==> src/rtl/mem_responder.sv <==
// Slave-side word memory for the req/ack/resp bus: one request at a time, registered outputs, configurable wait states.
// Optional build macro MEM_RESPONDER_RAND_DELAY_EN adds LFSR-driven extra ack wait states.
module mem_responder #(
  parameter int ADDR_W     = 32,
  parameter int DATA_W     = 32,
  parameter int DEPTH      = 16,
  parameter int ACK_DELAY  = 1,
  parameter int RESP_DELAY = 2
) (
  input  logic              clk_i,
  input  logic              rst_n_i,
  input  logic              req_i,
  input  logic [ADDR_W-1:0] addr_i,
  input  logic              cmd_i,
  input  logic [DATA_W-1:0] wdata_i,
  output logic              ack_o,
  output logic              resp_o,
  output logic [DATA_W-1:0] rdata_o,
  output logic              busy_o
);

  localparam int IDX_W   = $clog2(DEPTH);
  localparam int CNT_MAX = (ACK_DELAY + 3 > RESP_DELAY) ? ACK_DELAY + 3 : RESP_DELAY;
  localparam int CNT_W   = $clog2(CNT_MAX + 1);

  typedef enum logic [2:0] {
    S_IDLE, S_WAIT_ACK, S_ACK, S_RD_WAIT, S_RESP, S_RELEASE
  } state_t;

  state_t            r_state, w_state_next;
  logic [CNT_W-1:0]  r_cnt;
  logic [CNT_W-1:0]  w_ack_cnt;
  logic [IDX_W-1:0]  r_idx;
  logic              r_cmd;
  logic [DATA_W-1:0] r_wdata;
  logic [DATA_W-1:0] r_hold;
  logic [DATA_W-1:0] r_rdata;
  logic              r_ack, r_resp, r_busy;
  logic              w_ack_next, w_resp_next, w_busy_next;
  logic              w_accept;
  logic              w_unused_addr;
  logic [DATA_W-1:0] r_mem [DEPTH];

  assign w_accept      = (r_state == S_IDLE) && req_i;
  // Upper address bits alias onto the same words.
  assign w_unused_addr = ^addr_i;

`ifdef MEM_RESPONDER_RAND_DELAY_EN
  logic [15:0] r_lfsr;

  always_ff @(posedge clk_i or negedge rst_n_i) begin
    if (!rst_n_i)
      r_lfsr <= 16'hACE1;
    else if (w_accept)
      r_lfsr <= {r_lfsr[14:0], r_lfsr[15] ^ r_lfsr[13] ^ r_lfsr[12] ^ r_lfsr[10]};
  end

  assign w_ack_cnt = CNT_W'(ACK_DELAY) + CNT_W'(r_lfsr[1:0]);
`else
  assign w_ack_cnt = CNT_W'(ACK_DELAY);
`endif

  always_ff @(posedge clk_i or negedge rst_n_i) begin
    if (!rst_n_i)
      r_state <= S_IDLE;
    else
      r_state <= w_state_next;
  end

  always_comb begin
    w_state_next = r_state;
    case (r_state)
      S_IDLE:     if (req_i) w_state_next = (w_ack_cnt == '0) ? S_ACK : S_WAIT_ACK;
      S_WAIT_ACK: if (r_cnt <= CNT_W'(1)) w_state_next = S_ACK;
      S_ACK:      if (r_cmd) w_state_next = S_RELEASE;
                  else       w_state_next = (RESP_DELAY == 1) ? S_RESP : S_RD_WAIT;
      S_RD_WAIT:  if (r_cnt <= CNT_W'(1)) w_state_next = S_RESP;
      S_RESP:     w_state_next = S_RELEASE;
      S_RELEASE:  if (!req_i) w_state_next = S_IDLE;
      default:    w_state_next = S_IDLE;
    endcase
  end

  // Outputs are registered, so they are derived from the state being entered.
  always_comb begin
    w_ack_next  = (w_state_next == S_ACK);
    w_resp_next = (w_state_next == S_RESP);
    w_busy_next = (w_state_next != S_IDLE);
  end

  always_ff @(posedge clk_i or negedge rst_n_i) begin
    if (!rst_n_i) begin
      r_ack   <= 1'b0;
      r_resp  <= 1'b0;
      r_busy  <= 1'b0;
      r_rdata <= '0;
    end else begin
      r_ack  <= w_ack_next;
      r_resp <= w_resp_next;
      r_busy <= w_busy_next;
      if (w_resp_next)
        r_rdata <= r_hold;
    end
  end

  always_ff @(posedge clk_i or negedge rst_n_i) begin
    if (!rst_n_i) begin
      r_cnt   <= '0;
      r_idx   <= '0;
      r_cmd   <= 1'b0;
      r_wdata <= '0;
      r_hold  <= '0;
    end else begin
      case (r_state)
        S_IDLE: if (req_i) begin
          r_cnt   <= w_ack_cnt;
          r_idx   <= addr_i[IDX_W-1:0];
          r_cmd   <= cmd_i;
          r_wdata <= wdata_i;
        end
        S_WAIT_ACK, S_RD_WAIT: if (r_cnt != '0) r_cnt <= r_cnt - CNT_W'(1);
        S_ACK: begin
          r_cnt <= CNT_W'(RESP_DELAY - 1);
          if (!r_cmd)
            r_hold <= r_mem[r_idx];
        end
        default: ;
      endcase
    end
  end

  // Write commits in the ACK cycle, so any later capture sees the new word.
  always_ff @(posedge clk_i or negedge rst_n_i) begin
    if (!rst_n_i) begin
      for (int i = 0; i < DEPTH; i++)
        r_mem[i] <= '0;
    end else if (r_state == S_ACK && r_cmd) begin
      r_mem[r_idx] <= r_wdata;
    end
  end

  assign ack_o   = r_ack;
  assign resp_o  = r_resp;
  assign busy_o  = r_busy;
  assign rdata_o = r_rdata;

endmodule

==> config.mk <==
export PLATFORM = sky130hd
export DESIGN_NAME = mem_responder
export DESIGN_NICKNAME = d
export VERILOG_FILES = /design/src/rtl/mem_responder.sv
export SDC_FILE = /design/constraint.sdc
export NUM_CORES = 1
export LEC_CHECK = 0
export CAP_MARGIN = 25
export CORE_MARGIN = 1.5
export CORE_UTILIZATION = 55
export CTS_CLUSTER_SIZE = 14
export DETAILED_ROUTE_END_ITERATION = 10
export HOLD_SLACK_MARGIN = 0.15
export PLACE_DENSITY = 0.76
export SYNTH_ARGS = -nofsm -noshare
export SYNTH_HDL_FRONTEND = slang
export SYNTH_SLANG_ARGS = --single-unit
==> constraint.sdc <==
create_clock -name clk_i -period 2 [get_ports clk_i]
set_input_delay 0.4 -clock clk_i [delete_from_list [all_inputs] [get_ports clk_i]]
set_output_delay 0.4 -clock clk_i [all_outputs]
set_load 0.02 [all_outputs]
# [Word level (Yosys, flattened, before mapping)]
# Index checks and enable logic that the tools add are counted.
[totals] register_bits=622 latchBits=0 ram_bits=0 mem_bits_ro=0 inputBits=68 output_inout_bits=35 elab_cells=66 memories=0
[classes] n_addsub=1 mul=0 div_mod_pow=0 magnitude_cmp=3 eq_ne=9 shifts=0 n_mux=15 bitwise_logic=2 n_reduce_logical=10
[op_table] cell="512-bit bitwise mux" count=1
[op_table] cell="32-bit binary-select mux with 4-bit select" count=1
[op_table] cell="32-bit demux with 4-bit select" count=1
[op_table] cell="32-bit two-way mux" count=3
[op_table] cell="3-bit two-way mux" count=7
[op_table] cell="3-bit one-hot mux with 6 select lines" count=1
[op_table] cell="3-bit by 2-bit equality test with 1-bit output, second input constant" count=3
[op_table] cell="3-bit equality test, second input constant" count=3
[op_table] cell="3-bit one-hot mux with 3 select lines" count=1
[op_table] cell="3-bit nonzero test" count=3
[op_table] cell="5-bit greater-or-equal comparator, second input constant" count=1
[op_table] cell="5-bit by 1-bit < comparator with 1-bit output, second input constant" count=1
[op_table] cell="4-bit NOT with 5-bit output" count=1
[op_table] cell="2-bit inequality test, second input constant" count=2
[op_table] cell="2-bit AND reduction" count=2
[op_table] cell="3-bit by 1-bit equality test with 1-bit output, second input constant" count=1
[op_table] cell="3-bit by 1-bit less-or-equal comparator with 1-bit output, second input constant" count=1
[op_table] cell="3-bit logical NOT" count=1
[op_table] cell="3-bit AND reduction" count=1
[op_table] cell="3-bit by 1-bit subtractor with 3-bit output, second input constant" count=1
[op_table] cell="1-bit logical AND" count=2
[op_table] cell="2-bit OR reduction" count=1
[op_table] cell="1-bit NOT" count=1

# [Depth between registers and ports, before layout]
# Gate-level depths: netlist of run 1.
[logic_depth] depth_word=6 depth_mapped=8 mapped_depth_nobuf=5

# [Worst setup path after synthesis of run 1]
# No wires, ideal clock.
[synth_timing] path_kind="reg2reg" startpoint="reg r_state[1]" endpoint="reg r_wdata[17]" arrival_time_ns=1.720 t_required_ns=1.875 setup_slack_ns=0.155 stages_incl_launch_ff=7 period_less_slack_ns=1.845 cell_sequence="dfrtp_1 -> buf_4 -> or3_1 -> nor2_1 -> buf_2 -> buf_2 -> mux2_2"
[synth_via] elab_chain_len=2
[synth_rtl] element="from (decl)" line="30" source="state_t r_state, w_state_next;"
[synth_rtl] element="from (signal assigned)" line="67" source="r_state <= w_state_next;"
[synth_rtl] element="3-bit logical NOT" line="114" source="case (r_state)"
[synth_rtl] element="2-bit AND reduction (no source line)"
[synth_rtl] element="to (signal assigned)" line="119" source="r_wdata <= wdata_i;"
[synth_rtl] element="to (decl)" line="35" source="logic [DATA_W-1:0] r_wdata;"
# No other way between the ends.
# A chain may end at the register's enable or synchronous reset.

# [Worst setup path in the final report of run 1]
[layout_timing] startpoint="reg r_state[0]" endpoint="reg r_mem[482] in the netlist's numbering"
[layout_via] elab_chain_len=2
[layout_rtl] element="3-bit by 2-bit equality test with 1-bit output" line="137" source="end else if (r_state == S_ACK && r_cmd) begin"
[layout_rtl] element="1-bit logical AND" line="137"
[layout_rtl] element="to (signal, indexed assignment)" line="138" source="r_mem[r_idx] <= r_wdata;"
[layout_rtl] element="to (decl)" line="42" source="logic [DATA_W-1:0] r_mem [DEPTH];"
# No other way between the ends.

==> qor.txt, run 1 <==
CTS Buffer Depth: 3
Number of synthesized register bits: 622
Initial Utilization: 0.5569
# rows: 81
Slew HR: 0.5942
Slew Viols, Final: 0
Worst setup path class: reg -> reg
Top cells by area, synth: dfrtp_1 (57%), mux2_2 (24%), mux2i_1 (7.1%)
Vias in the first global route: 17330
Crit Path Max Fanout: 22
Worst slew pin tran: 0.6071 ns
Total number of vias: 16350
First-pass GRT wire length: 99020 um
Drt drc: 0
EDFF count, synth: 0
Launching element type of the critical path: flip-flop
Synth Flop Type: dfrtp_1
Die W: 225.6 um
RSZ-0062 raised after global routing: yes
Final setup margin: -0.07340 ns
Root Buffer: clkbuf_16
R2R depth: 5
Final Critical Period: 2.073 ns
Post-route ant nets: 0
Number of distinct library cells after synthesis: 36
Post-route non-filler standard cell count: 2702
Drt initial violations: 1022
Clock-pin slew on the worst setup and hold paths: 0.06 ns
Syn-to-layout area delta: 18.50%
Failing checks: setup timing
Initial antenna violation count: 0
Layout cells sized above 1: 0.4200
Fin. Hold Viols: 0
IO Pins: 103
Inst Count DP: 2569
Status: finished with violations
Clk Latency, worst-skew pair: 0.60 ns
Synth warn: 0
Die Area: 50910 um2
Routed wire length: 64610 um
Vias per cell: 6.052
TritonCTS Sinks: 622
CTS buffer count: 66
Synth top area share: 0.5710
Final core occ: 0.6599
Final setup violation count: 48
Post-Route Skew: 0.01760 ns
Register area share after synthesis: 0.5710
CTS H-tree lvls: 3
Ys async rst share: 1.000
Max Cap Viol: 0
ANT cells: 0
Critical path capture point type: flip-flop
Synthesized area per cell: 14.47 um2
Fin crit share: 1.037
GP Congestion: 0.7780
Synthesized area: 27260 um2
Worst VDD drop: 1048 uV
Total GRT Usage: 0.2555
Wirelength per Cell: 23.91 um
IO Port Bufs: 74
Min Hold Slack: 0.3541 ns
Die Ht: 225.6 um
Worst EP arrival: 2.54 ns
Detailed Place HPWL: 38710 um
Tightest Hold Check Type: in -> async
Syn_nets: 1955
Mapped Cells: 1884
Critical path data required time: 2.46 ns
Nets: 2059
P_leak: 15.36 nW
TritonCTS clock tree: done
Top cell type by total area after synthesis: dfrtp_1
Core area: 48950 um2
GR Overflow Total: 0
Fmax: 0.4823 GHz
PD cells: 1554 nW/um2
Largest net degree at the start of global routing: 91
1st-pass router iterations: 5
## power by group
part           internal [W]  total (W)  switching (W)
registers            0.0178     0.0221        0.00427
logic               0.00888     0.0161        0.00717
clock network       0.00708     0.0120        0.00496
## cell type report
type,instances,area [um2]
fillers,3373,16650
flip-flops and latches,622,15570
multi-input cells,1100,11170
repair buffers,193,2564
clock buffers,99,1966
well taps,664,830.8
clock inverters,19,178.9
inverters,5,18.77
## cell usage in the layout, fill, tap and decap left out, drive strengths merged
cell	instances
a31oi	32
and2	2
a211oi	1
nor3	4
clkbuf	106
buf	112
dlygate4sd3	1
o21bai	1
mux2	581
nand3	1
nand4bb	1
mux2i	192
o21ai	40
dfrtp	622
nor2b	4
dlygate4sd2	2
nor4b	2
inv	11
or2	1
nor2	76
a21oi	2
o21a	2
nand3b	3
clkinv	11
mux4	32
or3	2
a221oi	32
nand2	14
nor3b	4
bufinv	2
or3b	1
clkdlybuf4s50	71
ha	3
o22ai	64
nand2b	3
## per-layer routing
metal | track usage | wire (um) | up-vias
met5 | 0 | 0 | -
met4 | 0.07859 | 1561 | 0
met3 | 0.03539 | 2664 | 114
met2 | 0.4276 | 31910 | 404
met1 | 0.3479 | 28470 | 8749
li1 | - | - | 7086
## worst paths after layout
path	from	to	slack (ns)
setup / recovery	r_state[0]	r_mem[482]	-0.07
hold / removal	rst_n_i	r_mem[100]	0.35
setup reg to reg	r_state[0]	r_mem[482]	-0.07
hold reg to reg	r_mem[423]	r_mem[423]	0.49
max in group asynchronous	rst_n_i	r_mem[106]	0.79
min in group clk_i	cmd_i	r_cmd	0.39
## state kept, by name, summed over array words and instances, names as in the netlist
name and flops:
r_mem 512, r_hold 32, r_wdata 32, rdata_o 32, r_idx 4, r_cnt 3
r_state 3, ack_o 1, busy_o 1, r_cmd 1, resp_o 1
## cells in the mapped netlist, types with 4 or more instances
library cell,instances
buf_2,64
mux2i_1,192
o21ai_0,40
o22ai_1,64
buf_4,24
a31oi_1,32
nand2_1,14
nor2b_1,4
clkbuf_1,69
dfrtp_1,622
nor2_1,73
a221oi_1,32
mux2_2,572
mux2_1,9
inv_1,5
mux4_2,32
nor3b_1,4
## logic make-up (layout without fill, tap and decap cells)
family          after synthesis  count (layout)  share of synthesized area
buf+inv                     162             316                    0.02855
simple gates                118             118                    0.02102
compound gates              174             174                    0.04113
flops                       622             622                     0.5710
fa+ha+maj                     3               3                   0.001377
mux                         805             805                     0.3369
## what timing repair did
item	in CTS	in global routing
pin swaps	1	1
setup endpoints to repair	67	141
endpoints found under the hold margin	54	0
hold buffers	1	0
gates resized for setup	10	53
gates cloned	0	7
setup buffers	1	7
## critical path, cell delays in order (launching register included)
cell and delay [ns]:
dfrtp_1 0.38, nand4bb_4 0.27, or3_4 0.44, nor3_4 0.21, buf_12 0.27, mux2_2 0.37
## stage by stage
step,setup WS [ns],instance area (um2),TNS (ns),total power [W]
4_1_cts,-0.04328,31850,-0.8012,0.04978
5_1_grt,-0.1151,32300,-4.429,0.05273
3_5_place_dp,-0.09084,29660,-3.147,0.03765
6_report,-0.07340,32300,-1.827,0.05020
2_1_floorplan,0.1549,27260,0,0.03176
3_3_place_gp,-0.009698,29660,-0.1105,0.03665
(Power assumes the default switching activity.)
==> inputs of run 2 (changes only) <==
--- a/config.mk
+++ b/config.mk
@@ -10,8 +10,11 @@
 export CORE_UTILIZATION = 55
 export CTS_CLUSTER_SIZE = 14
 export DETAILED_ROUTE_END_ITERATION = 10
+export GPL_TIMING_DRIVEN = 0
 export HOLD_SLACK_MARGIN = 0.15
+export MAX_ROUTING_LAYER = met4
 export PLACE_DENSITY = 0.76
+export RECOVER_POWER = 50
 export SYNTH_ARGS = -nofsm -noshare
 export SYNTH_HDL_FRONTEND = slang
 export SYNTH_SLANG_ARGS = --single-unit
==> qor.txt, run 2 (synthesis results as in run 1) <==
Status: finished with violations (unchanged)
Failing checks: hold timing, setup timing (was setup timing)
CTS buffer count: 67 (was 66)
Max FFs per register: 512 (unchanged)
Drt initial violations: 1761 (was 1022)
Critical path data required time: 2.48 ns (was 2.46 ns)
Detailed Place HPWL: 44570 um (was 38710 um)
Die Ht: 225.6 um (unchanged)
Post-Route Skew: 0.02377 ns (was 0.01760 ns)
Worst VDD drop: 953.3 uV (was 1048 uV)
1st-pass router iterations: 5 (unchanged)
CTS Buffer Depth: 3 (unchanged)
# rows: 81 (unchanged)
Max Cap Viol: 0 (unchanged)
Worst r2r src: r_state[2] (was r_state[0])
Setup TNS: -59.69 ns (was -1.827 ns)
RSZ-0062 raised after global routing: yes (unchanged)
P_leak: 16.26 nW (was 15.36 nW)
Worst EP arrival: 2.74 ns (was 2.54 ns)
Clk Latency, worst-skew pair: 0.61 ns (was 0.60 ns)
Finished Cell Area: 34410 um2 (was 32300 um2)
Core area: 48950 um2 (unchanged)
First-pass GRT wire length: 111000 um (was 99020 um)
Drt drc: 0 (unchanged)
Post-route non-filler standard cell count: 2831 (was 2702)
Commonest non-fill, non-tap cells in the layout: dfrtp_1 (620), mux2_2 (405), mux2i_1 (190) (was dfrtp_1 (618), mux2_2 (530), mux2i_1 (192))
TritonCTS clock tree: done (unchanged)
Worst slew pin tran: 0.8746 ns (was 0.6071 ns)
Vias in the first global route: 18200 (was 17330)
Tightest Hold Check Type: in -> async (unchanged)
RR Endpoint: r_mem[101] (was r_mem[482])
Initial Utilization: 0.5569 (unchanged)
Root Buffer: clkbuf_16 (unchanged)
Worst setup path class: reg -> reg (unchanged)
Post-route ant nets: 0 (unchanged)
Inst Count DP: 2627 (was 2569)
Fin. Hold Viols: 73 (was 0)
Min Hold Slack: -0.2493 ns (was 0.3541 ns)
Flop-to-flop setup slack: -0.27 ns (was -0.07 ns)
Crit Path Max Fanout: 5 (was 22)
Largest net degree at the start of global routing: 127 (was 91)
Wirelength per Cell: 29.31 um (was 23.91 um)
Fmax: 0.4411 GHz (was 0.4823 GHz)
Slew Viols, Final: 0 (unchanged)
Slew HR: 0.4169 (was 0.5942)
Final setup violation count: 541 (was 48)
Total power: 0.05301 W (was 0.05020 W)
R2R depth: 8 (was 5)
Die W: 225.6 um (unchanged)
Most common cell after layout, fill and taps aside: dfrtp_1 (unchanged)
Routed wire length: 82970 um (was 64610 um)
Fin crit share: 1.134 (was 1.037)
Launching element type of the critical path: flip-flop (unchanged)
CTS H-tree lvls: 3 (unchanged)
GP Congestion: 0.9001 (was 0.7780)
TritonCTS Sinks: 622 (unchanged)
ANT cells: 0 (unchanged)
Largest Register: r_mem (unchanged)
Clock-pin slew on the worst setup and hold paths: 0.06 ns (about the same)
PD cells: 1541 nW/um2 (was 1554 nW/um2)
Total GRT Usage: 0.3037 (was 0.2555)
Die Area: 50910 um2 (unchanged)
GR Overflow Total: 0 (unchanged)
Final setup margin: -0.2672 ns (was -0.07340 ns)
Initial antenna violation count: 0 (unchanged)
Total number of vias: 18290 (was 16350)
Vias per cell: 6.459 (was 6.052)
Syn-to-layout area delta: 26.22% (was 18.50%)
Nets: 2196 (was 2059)
IO Port Bufs: 74 (unchanged)
Final Critical Period: 2.267 ns (was 2.073 ns)
Cell Area, Placed: 28970 um2 (was 29660 um2)
Critical path capture point type: flip-flop (unchanged)
Layout cells sized above 1: 0.4407 (was 0.4200)
IO Pins: 103 (unchanged)
-- run 2: cell types whose count changed in the layout (fill, tap and decap cells not counted), sizes merged --
| cell | before | now |
|---|---|---|
| clkdlybuf4s50 | 71 | 73 |
| inv | 11 | 5 |
| clkinv | 11 | 12 |
| buf | 112 | 172 |
| dlygate4sd3 | 1 | 0 |
| dlygate4sd2 | 2 | 0 |
| clkinvlp | 0 | 1 |
| clkbuf | 106 | 179 |
| bufinv | 2 | 3 |
-- run 2: critical path: stages (launching register included) --
cell       delay (ns)
dfrtp_1          0.41
nand4bb_4        0.26
buf_6            0.17
or2_4            0.30
nor3_4           0.19
buf_6            0.18
buf_6            0.14
buf_12           0.13
mux2_2           0.36
-- run 2: worst max path at each step --
| stage | start | to | slack (ns) | cells after the start |
|---|---|---|---|---|
| floorplan | r_state[1] | r_wdata[17] | 0.15 | 6 |
| global placement | rst_n_i | r_mem[337] | -25.92 | 1 |
| detailed placement | req_i | r_wdata[21] | -0.59 | 6 |
| CTS | r_state[2] | r_mem[102] | -0.17 | 8 |
| global route | r_state[2] | r_mem[101] | -0.27 | 8 |
| finish | r_state[2] | r_mem[101] | -0.27 | 8 |
-- run 2: through the flow --
step,utilization,worst slack (ns)
after detailed placement,0.5919,-0.5924
after CTS,0.6618,-0.1687
after floorplan,-,0.1549
after global placement,0.5890,-25.92
after global routing,0.7029,-0.2730
final,0.7029,-0.2672
-- run 2: per-layer routing --
metal,vias up,part of all wire,track usage
li1,7360,-,-
met1,9671,0.39,0.3981
met2,938,0.47,0.4620
met3,317,0.073,0.05829
met4,0,0.061,0.1375
met5,-,0,-
-- run 2: final cells by class --
cell class                 instances  area (um2)
buffer                           151        1627
tap                              664       830.8
fill                            3055       14540
clock inverter                    16       157.7
multi-input combinational       1100       11790
clock buffer                      95        1979
sequential                       622       15570
inverter                           5       18.77
timing repair buffer             178        2439
-- run 2: what timing repair did --
| item | in CTS | in global routing |
|---|---|---|
| gates resized for setup | 236 | 334 |
| gates cloned | 6 | 25 |
| setup buffers | 38 | 32 |
| endpoints found under the setup margin | 568 | 675 |
| hold endpoints to repair | 73 | 73 |
| pin swaps | 10 | 11 |
-- run 2: report_power, final --
part,switching (W),internal [W],total [W],leakage (nW)
clock network,0.00502,0.00725,0.0123,1.06
registers,0.00385,0.0179,0.0217,8.37
logic,0.00946,0.00958,0.0190,6.84
total,0.0183,0.0347,0.0530,16.3
==> inputs of run 3 (changes only) <==
--- a/config.mk
+++ b/config.mk
@@ -11,7 +11,7 @@
 export CTS_CLUSTER_SIZE = 14
 export DETAILED_ROUTE_END_ITERATION = 10
 export GPL_TIMING_DRIVEN = 0
-export HOLD_SLACK_MARGIN = 0.15
+export HOLD_SLACK_MARGIN = 0.1
 export MAX_ROUTING_LAYER = met4
 export PLACE_DENSITY = 0.76
 export RECOVER_POWER = 50
==> results of run 3 <==
No change in the layout: final DEF, timing and power equal those of run 2.
==> RTL edit (settings of run 2) <==
The option `MEM_RESPONDER_RAND_DELAY_EN` is turned on by a define.
--- a/src/rtl/mem_responder.sv
+++ b/src/rtl/mem_responder.sv
@@ -1,4 +1,6 @@
 // Slave-side word memory for the req/ack/resp bus: one request at a time, registered outputs, configurable wait states.
 // Optional build macro MEM_RESPONDER_RAND_DELAY_EN adds LFSR-driven extra ack wait states.
+`define MEM_RESPONDER_RAND_DELAY_EN
+
 module mem_responder #(
   parameter int ADDR_W     = 32,
Behaviour: not the same (Yosys sat finds a counterexample within 4 cycles, from zero or initial values and one cycle with rst_n_i low).
==> RTL edit against run 2 <==
- the flow finishes with violations (hold timing, capacitance limit, slew limit, setup timing)
- largest cell class unchanged
- fmax rose by 4.0%
- setup slack improved by 87 ps
- count of clock-buffer cells in the layout rose by 10
- final area fell by 2.1%
- sequential cell count rose by 16
- largest power group unchanged
- synthesized area rose by 2.4%
- power fell by 1.6%
- wire length fell by 10%
==> RTL edit: results (changes against run 2) <==
finalWorstSetupSlack_ps: -180  # +87.4 ps
finalHoldViolations: 59  # -19%
fillers: 3343  # +9.4%
reg2reg_from: "r_state[0]"
grt_util_met2: 0.446  # -0.0162
final_util: 0.671  # -0.0315
grt_max_degree: 128  # +0.79%
drive_gt1_frac: 0.438  # -0.00233
layout.nets: 2183  # -0.59%
grt_pass1_wl_mm: 110  # -1.3%
met3_usage: 0.0439  # -0.0144
crit_slowest_cell: "or3_4"
hpwl_mm: 44.9  # +0.76%
setup_violations: 294  # -46%
r2r_cells: 6  # -2
synthTopCellsByCount: "630 x dfrtp_1, 583 x mux2_2, 192 x mux2i_1"
worstMarginPinSlew_ps: 1730  # +853 ps
report.final.slew_viol_count: 64  # +64
drtIter0Drc: 1482  # -16%
vdd_drop_max_mv: 0.851  # -11%
p_leak_nw: 15.9  # -1.9%
cap_violations: 1  # +1
dp.cells: 2680  # +2.0%
fin_hold_ws_ps: -267  # -18.0 ps
grt_usage: 0.285  # -0.0190
wl_per_cell_um: 26.3  # -10%
fin_cells: 2830  # -0.035%
r2r_end: "r_mem[386]"
place_ws_ps: -605  # -12.2 ps
syn_inst: 1929  # +2.4%
synth-seq-area-share: 0.572  # +0.00119
violations: "hold timing, capacitance limit, slew limit, setup timing"
status: "finished with violations"
gp_congestion: 0.873  # -3.0%
met1_usage: 0.376  # -0.0217
dr_total_vias: 17600  # -3.6%
netlist_top_cells_area: "dfrtp_1 56%, mux2_2 24%, mux2i_1 6.9%"
slowest_delay_ps: 500  # +90 ps
arrival_ps: 2650  # -90 ps
[RTL edit: cell type report]
type / instances / share of cell area
Clock buffer: 105 / 0.0619
Multi-Input combinational cell: 1124 / 0.353
Buffer: 152 / 0.0376
Timing Repair Buffer: 120 / 0.0438
Tap cell: 672 / 0.0250
Inverter: 8 / 0.000891
Clock inverter: 11 / 0.00334
Sequential cell: 638 / 0.474
[RTL edit: logic make-up (layout without fill, tap and decap cells)]
group           count (synthesis)  after routing  synth area share
compound gates                178            178            0.0402
xor+xnor                        4              4           0.00125
fa+ha+maj                       4              4           0.00179
buf+inv                       167            396            0.0286
flops                         638            638             0.572
mux                           820            820             0.335
simple gates                  118            118            0.0209
[RTL edit: repair_timing]
item,CTS,global route
pin swaps,4,10
gates resized for setup,165,213
gates cloned,0,12
buffers inserted,15,14
setup endpoints to repair,608,700
endpoints found under the hold margin,64,59
[RTL edit: how the worst max path moves through the flow]
stage                    start           to  slack (ps)  cells past startpoint
finish              r_state[0]   r_mem[386]        -180                      6
floorplan           r_state[2]   r_mem[481]         130                      5
CTS                 r_state[2]   r_mem[305]         -90                      5
global placement       rst_n_i  rdata_o[24]      -26470                      1
global route        r_state[0]   r_mem[386]        -220                      6
detailed placement       req_i   r_wdata[5]        -600                      5
[RTL edit: power breakdown]
group          switching, mW  internal (mW)  leakage, nW
Combinational           8.86           9.13         6.29
Sequential              3.56           18.2         8.56
Clock                   5.05           7.40         1.09
Total                   17.5           34.7         15.9
[RTL edit: per-layer routing]
layer	up-vias	share of wire
met5	-	0
met3	173	0.060
met4	0	0.034
met1	9423	0.42
li1	7412	-
met2	621	0.48
[RTL edit: critical path: cells and delay by family (launching register included)]
kind          cells  cell delay [ps]
simple gates      3             1030
flops             1              370
mux               1              300
buf+inv           2              340
[RTL edit: stage by stage]
stage	hold WS (ps)	total power [mW]	setup TNS (ps)
floorplan	104	32.0	0
global placement	465	36.9	-
detailed placement	371	37.8	-271230
CTS	-258	50.8	-8100
global route	-218	54.6	-45170
finish	-267	52.1	-21020
